===== src/rtl/adc_stream_top.sv =====
// AD9643 capture core: converts deserialized A/B sample pairs into two lock-stepped
// AXI4-Stream channels, with an AXI4-Lite register file for control and status.
module adc_stream_top #(
    parameter int DATA_WIDTH  = 14,
    parameter int TDATA_WIDTH = 16
) (
    input  logic                   aclk,
    input  logic                   reset,
    input  logic [DATA_WIDTH-1:0]  adc_data_a,
    input  logic [DATA_WIDTH-1:0]  adc_data_b,
    input  logic                   adc_valid,
    input  logic                   adc_or,
    input  logic [31:0]            s_axi_awaddr,
    input  logic [2:0]             s_axi_awprot,
    input  logic                   s_axi_awvalid,
    output logic                   s_axi_awready,
    input  logic [31:0]            s_axi_wdata,
    input  logic [3:0]             s_axi_wstrb,
    input  logic                   s_axi_wvalid,
    output logic                   s_axi_wready,
    output logic [1:0]             s_axi_bresp,
    output logic                   s_axi_bvalid,
    input  logic                   s_axi_bready,
    input  logic [31:0]            s_axi_araddr,
    input  logic [2:0]             s_axi_arprot,
    input  logic                   s_axi_arvalid,
    output logic                   s_axi_arready,
    output logic [31:0]            s_axi_rdata,
    output logic [1:0]             s_axi_rresp,
    output logic                   s_axi_rvalid,
    input  logic                   s_axi_rready,
    output logic                   adc_ready,
    output logic                   m_axis_tvalid_chA,
    output logic [TDATA_WIDTH-1:0] m_axis_tdata_chA,
    output logic                   m_axis_tvalid_chB,
    output logic [TDATA_WIDTH-1:0] m_axis_tdata_chB,
    input  logic                   m_axis_tready
);

    localparam logic [1:0] RESP_OKAY   = 2'b00;
    localparam logic [1:0] RESP_SLVERR = 2'b10;

    logic        enable, twos, or_sticky, tvalid;
    logic [15:0] drop_cnt;
    logic [31:0] sample_cnt;
    logic        wr_hs, rd_hs, ctrl_wr, or_clr, rd_map;
    logic [31:0] rd_val;
    logic        accept, drop;
    logic        unused_bits;

    assign unused_bits = ^{s_axi_awprot, s_axi_arprot, s_axi_awaddr[31:8], s_axi_awaddr[1:0],
                           s_axi_araddr[31:8], s_axi_araddr[1:0], s_axi_wdata[31:3], s_axi_wstrb[3:1]};

    // Offset binary to two's complement is an MSB flip; extension follows the chosen format.
    function automatic logic [TDATA_WIDTH-1:0] fmt(input logic [DATA_WIDTH-1:0] x, input logic tc);
        logic [DATA_WIDTH-1:0] c;
        c = x;
        if (tc) begin
            c[DATA_WIDTH-1] = ~x[DATA_WIDTH-1];
            fmt = TDATA_WIDTH'(signed'(c));
        end else begin
            fmt = TDATA_WIDTH'(c);
        end
    endfunction

    assign wr_hs   = s_axi_awready && s_axi_awvalid && s_axi_wvalid;
    assign rd_hs   = s_axi_arready && s_axi_arvalid;
    assign ctrl_wr = wr_hs && (s_axi_awaddr[7:2] == 6'd0) && s_axi_wstrb[0];
    assign or_clr  = ctrl_wr && s_axi_wdata[1];

    always_comb begin
        rd_val = '0;
        rd_map = 1'b1;
        case (s_axi_araddr[7:2])
            6'd0:    rd_val = {29'd0, twos, 1'b0, enable};
            6'd1:    rd_val = {drop_cnt, 14'd0, adc_ready, or_sticky};
            6'd2:    rd_val = sample_cnt;
            default: rd_map = 1'b0;
        endcase
    end

    always_ff @(posedge aclk) begin
        if (reset) begin
            s_axi_awready <= 1'b0;
            s_axi_wready  <= 1'b0;
            s_axi_bvalid  <= 1'b0;
            s_axi_bresp   <= RESP_OKAY;
            s_axi_arready <= 1'b0;
            s_axi_rvalid  <= 1'b0;
            s_axi_rdata   <= '0;
            s_axi_rresp   <= RESP_OKAY;
            enable        <= 1'b0;
            twos          <= 1'b0;
            adc_ready     <= 1'b0;
            or_sticky     <= 1'b0;
        end else begin
            // Ready is a single-cycle pulse; the !ready term stops a second accept of the same request.
            s_axi_awready <= s_axi_awvalid && s_axi_wvalid && !s_axi_bvalid && !s_axi_awready;
            s_axi_wready  <= s_axi_awvalid && s_axi_wvalid && !s_axi_bvalid && !s_axi_awready;
            if (wr_hs) begin
                s_axi_bvalid <= 1'b1;
                s_axi_bresp  <= (s_axi_awaddr[7:2] < 6'd3) ? RESP_OKAY : RESP_SLVERR;
            end else if (s_axi_bvalid && s_axi_bready) begin
                s_axi_bvalid <= 1'b0;
            end
            if (ctrl_wr) begin
                enable <= s_axi_wdata[0];
                twos   <= s_axi_wdata[2];
            end

            s_axi_arready <= s_axi_arvalid && !s_axi_rvalid && !s_axi_arready;
            if (rd_hs) begin
                s_axi_rvalid <= 1'b1;
                s_axi_rdata  <= rd_val;
                s_axi_rresp  <= rd_map ? RESP_OKAY : RESP_SLVERR;
            end else if (s_axi_rvalid && s_axi_rready) begin
                s_axi_rvalid <= 1'b0;
            end

            adc_ready <= enable;
            if (adc_or)      or_sticky <= 1'b1;
            else if (or_clr) or_sticky <= 1'b0;
        end
    end

    assign accept = adc_valid && enable && (!tvalid || m_axis_tready);
    assign drop   = adc_valid && enable && tvalid && !m_axis_tready;

    always_ff @(posedge aclk) begin
        if (reset) begin
            tvalid           <= 1'b0;
            m_axis_tdata_chA <= '0;
            m_axis_tdata_chB <= '0;
            drop_cnt         <= '0;
            sample_cnt       <= '0;
        end else begin
            if (accept) begin
                tvalid           <= 1'b1;
                m_axis_tdata_chA <= fmt(adc_data_a, twos);
                m_axis_tdata_chB <= fmt(adc_data_b, twos);
            end else if (m_axis_tready) begin
                tvalid <= 1'b0;
            end
            if (tvalid && m_axis_tready)       sample_cnt <= sample_cnt + 32'd1;
            if (drop && drop_cnt != 16'hFFFF) drop_cnt   <= drop_cnt + 16'd1;
        end
    end

    assign m_axis_tvalid_chA = tvalid;
    assign m_axis_tvalid_chB = tvalid;

endmodule


===== config.mk =====
export PLATFORM = sky130hd
export DESIGN_NAME = adc_stream_top
export DESIGN_NICKNAME = d
export VERILOG_FILES = /design/src/rtl/adc_stream_top.sv
export SDC_FILE = /design/constraint.sdc
export NUM_CORES = 1
export LEC_CHECK = 0
export CORE_UTILIZATION = 46
export DETAILED_ROUTE_END_ITERATION = 8
export PLACE_DENSITY_LB_ADDON = 0.05
export SYNTH_ARGS = -nofsm -noshare
export SYNTH_HDL_FRONTEND = slang
export SYNTH_SLANG_ARGS = --single-unit

===== constraint.sdc =====
create_clock -name aclk -period 3.52 [get_ports aclk]
set_input_delay 0.528 -clock aclk [delete_from_list [all_inputs] [get_ports aclk]]
set_output_delay 0.528 -clock aclk [all_outputs]
set_load 0.03 [all_outputs]

==> impl_metrics.py, run 1 <==
metrics = {
    "power": {
        "power.density_mw_per_mm2": 471.2,
        "ir_drop_mv": 0.3603,
        "pwr-share-comb_pct": 3.7,
        "p_int_mw": 2.664,
        "seq_power_share_pct": 41.6,
        "power.total_mw": 3.312,
        "switching_share_pct": 19.56,
        "switching_power_mw": 0.6479,
        "cellLeakagePower_nw": 2.327,
        "pwr-share-clk_pct": 54.7,
    },
    "cts": {
        "root_buffer": "clkbuf_8",
        "cts_hold_buffers": 0,
        "cts.clk_slew.worst_paths_ps": 50,
        "cts_tree": "done",
        "numCtsBuffers": 17,
        "worstSkewPairLatency_ps": 530,
        "ctsResizeCount": 0,
        "clk_path_buf_depth": 2,
        "htree_levels": 4,
        "post_cts_buffers": 0,
        "clock_sinks": 121,
    },
    "die": {
        "pin_count": 220,
        "initial_core_util_pct": 47.11,
        "dieArea_mm2": 0.01148,
        "coreArea_mm2": 0.01079,
        "die_w_um": 107.1,
        "rows": 38,
        "die-height_um": 107.1,
    },
    "timing": {
        "fin_crit_ps": 2379,
        "tns_ps": 0,
        "finClkSkew_ps": 8.214,
        "worst_slew_pin_slew_ps": 1314,
        "drv_slew": 0,
        "fin_crit_sh_pct": 67.58,
        "relSlewSlack_pct": 11.83,
        "max_freq_mhz": 420.4,
        "hold_violations": 0,
        "hold_ws_ps": 417.7,
        "setup_ws_ps": 1141,
        "setup_viol": 0,
        "grt_setup_unrepaired": "false",
    },
    "global_routing": {
        "grt_max_degree": 43,
        "overflow": 0,
        "antenna_found_initial": 0,
        "grt_usage_pct": 23.39,
        "grt_pass1_wl_um": 21180,
        "grt_pass1_vias": 4518,
    },
    "routing": {
        "viasPerCell": 5.439,
        "antenna_left": 0,
        "drtIter0Drc": 239,
        "firstDrtPassIters": 7,
        "drc_errors": 0,
        "routedWlPerCell_um": 14.55,
        "route.vias.total": 4759,
        "wl_um": 12740,
    },
    "placed_design": {
        "hpwl_um": 8762,
        "place_congestion": 0.8272,
        "port_buffers": 127,
        "post-place-ws_ps": 615.8,
    },
    "yosys": {
        "synth.distinct_cells": 48,
        "synth_commonest_cells": "dfxtp_1 (121), nand2_1 (107), a21oi_1 (77)",
        "synth_top_area_cell": "dfxtp_1",
        "ys_warn_count": 0,
        "synth_seq_cells": 121,
        "ys_top_cells_by_area": "dfxtp_1 (48%), nand2_1 (7.9%), a21oi_1 (7.6%), nand3_1 (3.0%), a22oi_1 (2.5%)",
        "synthFlopType": "dfxtp_1",
        "synth_cells": 610,
        "yosysSeqAreaShare_pct": 47.64,
        "synth_top_area_share_pct": 47.64,
        "synth_most_common_cell": "dfxtp_1",
        "ys_async_sr_fraction_pct": 0,
        "synth_edf_count": 0,
        "synth_area_mm2": 0.005085,
        "syn_avg_cell_area_um2": 8.336,
    },
    "worst_hold_path": {
        "hp-start": "reset",
        "min_path_type": "in -> reg",
        "min_to": "sample_cnt[12]",
        "min_delay_path_depth": 2,
    },
    "worst_setup_path": {
        "critical_path_class": "in -> reg",
        "reg2reg_depth": 4,
        "r2r_end": "sample_cnt[31]",
        "crit_fanout": 20,
        "setup.worst_path.end_class": "register",
        "start_kind": "primary input",
        "r2r-start": "m_axis_tvalid_chA",
        "required_ps": 3860,
        "rrSetupSlack_ps": 1260,
        "cp.arrival_ps": 2720,
    },
    "job": {
        "drv_cap": 0,
    },
    "outcome": {
        "status": "finished, final reports clean",
    },
    "finish": {
        "utilization_pct": 65.13,
        "drive_above_1_share_pct": 6.939,
        "nets": 870,
        "syn_to_final_growth_pct": 38.24,
        "diodes": 0,
    },
}
## cell usage in the layout (no fill, tap or decap), drive strengths merged, types with 2 or more instances in the layout
master / netlist / final
clkdlybuf4s50: 0 / 126
dfxtp: 121 / 121
nand2: 107 / 107
a21oi: 77 / 77
nand3: 30 / 30
nor2: 29 / 29
o21ai: 29 / 29
clkbuf: 26 / 25
nand4: 20 / 20
a22oi: 17 / 17
or4: 17 / 17
o31ai: 16 / 16
inv: 12 / 12
or3: 10 / 10
xor2: 10 / 10
buf: 17 / 9
nor4: 7 / 7
and4: 7 / 7
nor2b: 7 / 7
nor3: 5 / 5
mux2: 5 / 5
and2: 5 / 5
ha: 4 / 4
bufinv: 0 / 4
o41ai: 3 / 3
nand2b: 3 / 3
and3: 3 / 3
nor3b: 3 / 3
a211oi: 2 / 2
mux2i: 2 / 2
a31oi: 2 / 2
conb: 1 / 2
clkinv: 0 / 2
## routing by layer
layer | global-route usage [%] | wire, um
met5 | 0 | 0
met4 | 8.904 | 182
met3 | 8.267 | 828
met2 | 38.39 | 6174
met1 | 27.98 | 5548
## area by class of cell
type	count	area (um2)
fill	902	3764
multi-input combinational	435	2436
sequential	121	2422
timing repair buffer	135	1329
clock buffer	25	484.2
tap	140	175.2
clock inverter	7	137.6
inverter	12	45.04
## stage by stage
step           instance area (um2)  instances
3_5_place_dp                  6407        843
4_1_cts                       7029        875
3_3_place_gp                  6407        843
2_1_floorplan                 5089        611
5_1_grt                       7029        875
6_report                      7029        875
## flip-flops by register name, indices dropped and copies added (netlist names)
signal,count
m_axis_tdata_chB,15
sample_cnt,32
m_axis_tdata_chA,15
enable,1
adc_ready,1
twos,1
s_axi_bvalid,1
s_axi_rresp,1
m_axis_tvalid_chA,1
drop_cnt,16
s_axi_bresp,1
or_sticky,1
s_axi_rvalid,1
s_axi_wready,1
s_axi_rdata,32
s_axi_arready,1
## critical path, cell delays in order
cell and delay (ps):
clkdlybuf4s50_1 450, or4_1 180, nor3b_2 60, buf_4 210
o21ai_1 1020, o21ai_0 260
## worst max-delay path by stage
stage                 startpoint         endpoint  slack [ps]  cells after the start
3_3_place_gp       m_axis_tready     drop_cnt[13]         690                      5
5_1_grt          s_axi_araddr[4]  s_axi_rdata[30]         950                      6
4_1_cts          s_axi_araddr[5]  s_axi_rdata[30]        1130                      6
3_5_place_dp     s_axi_araddr[5]  s_axi_rdata[30]         620                      6
6_report         s_axi_araddr[5]  s_axi_rdata[30]        1140                      6
2_1_floorplan  m_axis_tvalid_chA     drop_cnt[13]        1530                      4
## cell families (layout without fill, tap and decap cells)
| family | count (synthesis) | count (layout) | synth area share, % |
|---|---|---|---|
| buffers and inverters | 55 | 179 | 4.774 |
| and+or+nand+nor | 260 | 260 | 25.93 |
| AOI/OAI and AO/OA | 151 | 151 | 17.20 |
| DFF | 121 | 121 | 47.64 |
| muxes | 7 | 7 | 1.501 |
| adders and majority gates | 4 | 4 | 0.9843 |
| xor gates and xnor gates | 11 | 11 | 1.895 |
| other | 1 | 2 | 0.07375 |
## power by group through the flow
stage	sequential, mW	clock (mW)	combinational, mW
4_1_cts	1.38	1.83	0.125
3_3_place_gp	1.41	0	0.122
3_5_place_dp	1.41	0	0.124
6_report	1.38	1.81	0.124
5_1_grt	1.38	1.90	0.134
2_1_floorplan	1.41	0	0.0415
Power figures use the tool's default switching activity.
==> inputs of run 2 (changes only) <==
--- a/config.mk
+++ b/config.mk
@@ -5,7 +5,7 @@
 export SDC_FILE = /design/constraint.sdc
 export NUM_CORES = 1
 export LEC_CHECK = 0
-export CORE_UTILIZATION = 46
+export CORE_UTILIZATION = 38
 export DETAILED_ROUTE_END_ITERATION = 8
 export PLACE_DENSITY_LB_ADDON = 0.05
 export SYNTH_ARGS = -nofsm -noshare
==> constraint.sdc (replaced) <==
create_clock -name aclk -period 1.9 [get_ports aclk]
set_input_delay 0.285 -clock aclk [delete_from_list [all_inputs] [get_ports aclk]]
set_output_delay 0.285 -clock aclk [all_outputs]
set_load 0.03 [all_outputs]
==> run 2 against run 1 <==
Register-to-register slack worse by 1100 ps. Combinational power increased by 100%. Non-clock buffer count increased by 49. Hold slack lost 150 ps. Clock power increased by 89%. Clock skew is essentially flat. Sequential share of layout area shrank 2.2 points. Final area up 6.9%. Global-route usage is 2.2 points lower. Wire length rose by 9.6%. Die area rose by 21%. Worst setup slack worse by 1100 ps. Largest cell class unchanged.
==> impl_metrics.py, run 2 (same netlist as run 1, synthesis figures left out) <==
metrics = {
    "routing": {
        "antenna_left": 0,
        "firstDrtPassIters": 5,
        "route.vias.total": 5003,
        "drc_errors": 0,
        "wl_um": 13960,
        "drtIter0Drc": 273,
        "viasPerCell": 5.233,
        "routedWlPerCell_um": 14.60,
    },
    "finish": {
        "drive_above_1_share_pct": 13.52,
        "final_common_cell": "clkdlybuf4s50_1",
        "diodes": 0,
        "reg_top3": "s_axi_rdata x32, sample_cnt x32, drop_cnt x16",
        "fillCellCount": 1168,
        "final_cell_mix": "clkdlybuf4s50_1 (125), dfxtp_1 (117), nand2_1 (107)",
        "syn_to_final_growth_pct": 47.81,
        "nets": 919,
    },
    "worst_setup_path": {
        "rrSetupSlack_ps": 140,
        "cp_num_buf_inv": 1,
        "reg2reg_depth": 7,
        "slowest_delay_ps": 750,
        "cp.arrival_ps": 1570,
        "crit_chain": "clkdlybuf4s50_1",
        "r2r-start": "drop_cnt[0]",
        "crit_slowest_cell": "clkdlybuf4s50_1",
        "crit_fanout": 6,
        "r2r_end": "drop_cnt[14]",
        "start_kind": "register",
        "critical_path_class": "reg -> out",
        "path_depth": 1,
        "required_ps": 1620,
        "setup.worst_path.end_class": "primary output",
        "critPathTopFamily": "buffers and inverters",
    },
    "global_routing": {
        "overflow": 0,
        "grt_use_met3_pct": 8.043,
        "use_met2_pct": 35.07,
        "grt_usage_pct": 21.15,
        "antenna_found_initial": 0,
        "grt_max_degree": 33,
        "grt_pass1_wl_um": 23400,
        "grt_pass1_vias": 4896,
        "use_met1_pct": 24.92,
        "grt-busiest-layer": "met2",
    },
    "power": {
        "switching_share_pct": 19.60,
        "switching_power_mw": 1.220,
        "ir_drop_mv": 0.6011,
        "p_int_mw": 5.005,
        "seq_power_share_pct": 41.0,
        "pwr-share-clk_pct": 55.0,
        "power.density_mw_per_mm2": 828.3,
        "cellLeakagePower_nw": 2.618,
        "pwr-share-comb_pct": 4.0,
    },
    "outcome": {
        "status": "finished, final reports clean",
    },
    "placed_design": {
        "port_buffers": 127,
        "place_congestion": 0.8453,
        "hpwl_um": 9912,
        "post-place-ws_ps": -378.3,
    },
    "cts": {
        "cts.clk_slew.worst_paths_ps": 50,
        "cts_tree": "done",
        "clock_sinks": 121,
        "root_buffer": "clkbuf_16",
        "clk_path_buf_depth": 2,
        "htree_levels": 4,
        "numCtsBuffers": 17,
        "post_cts_buffers": 0,
        "worstSkewPairLatency_ps": 420,
    },
    "die": {
        "die_w_um": 117.7,
        "initial_core_util_pct": 39.65,
        "die-height_um": 117.7,
        "coreArea_mm2": 0.01282,
        "dieArea_mm2": 0.01385,
        "rows": 41,
        "pin_count": 220,
    },
    "worst_hold_path": {
        "hp-start": "reset",
        "min_path_type": "in -> reg",
        "min_delay_path_depth": 2,
        "min_to": "sample_cnt[6]",
    },
    "timing": {
        "hold_ws_ps": 262.9,
        "fin_crit_sh_pct": 97.40,
        "setup_ws_ps": 49.33,
        "fin_crit_ps": 1851,
        "drv_slew": 0,
        "max_freq_mhz": 540.3,
        "setup_viol": 0,
        "hold_violations": 0,
        "finClkSkew_ps": 8.338,
    },
    "job": {
        "drv_cap": 0,
    },
}
run 2: routing by layer:
layer	part of all wire [%]	vias to the layer above
met1	44	2357
met5	0	-
met4	1.7	0
li1	-	2501
met3	6.1	19
met2	48	126
run 2: final cells by class:
type | count | area [um2] | area share (%)
clock buffers | 24 | 491.7 | 6.542
clock inverters | 8 | 140.1 | 1.864
inverters | 12 | 45.04 | 0.5993
multi-input cells | 435 | 2451 | 32.61
flip-flops and latches | 121 | 2427 | 32.30
well taps | 172 | 215.2 | 2.863
repair buffers | 184 | 1745 | 23.22
run 2: power groups by stage:
stage,Clock [mW],Sequential (mW),Combinational (mW)
2_1_floorplan,0,2.62,0.0768
3_3_place_gp,0,2.60,0.245
3_5_place_dp,0,2.61,0.250
4_1_cts,3.49,2.55,0.250
5_1_grt,3.63,2.55,0.268
6_report,3.42,2.55,0.250
run 2: timing repair:
| item | CTS | global route |
|---|---|---|
| resized for setup | 1 | 5 |
| endpoints found under the setup margin | 1 | 3 |
| hold endpoints to repair | 0 | 0 |
| hold buffers | 0 | 0 |
run 2: metrics by stage:
step	TNS, ps	instance area (um2)	instances	util [%]	total power [mW]
after floorplan	0	5090	611	-	2.693
after global placement	-10210	6867	924	53.54	2.850
after detailed placement	-12560	6867	924	53.54	2.855
after CTS	0	7497	956	58.46	6.292
after global routing	-0.6726	7516	956	58.60	6.448
final	0	7516	956	58.60	6.225
run 2: how the worst max path moves through the flow:
stage	startpoint	to	slack, ps
finish	m_axis_tvalid_chA	m_axis_tvalid_chB	50
CTS	m_axis_tvalid_chA	m_axis_tvalid_chB	60
detailed placement	m_axis_tready	drop_cnt[13]	-380
floorplan	m_axis_tvalid_chA	drop_cnt[13]	80
global route	m_axis_tvalid_chA	m_axis_tvalid_chB	-0.7
global placement	m_axis_tready	drop_cnt[13]	-320
==> inputs of run 3 (changes only) <==
--- a/config.mk
+++ b/config.mk
@@ -5,6 +5,7 @@
 export SDC_FILE = /design/constraint.sdc
 export NUM_CORES = 1
 export LEC_CHECK = 0
+export CAP_MARGIN = 30
 export CORE_UTILIZATION = 38
 export DETAILED_ROUTE_END_ITERATION = 8
 export PLACE_DENSITY_LB_ADDON = 0.05
==> results of run 3 <==
No change in the layout: final DEF, timing and power equal those of run 2.
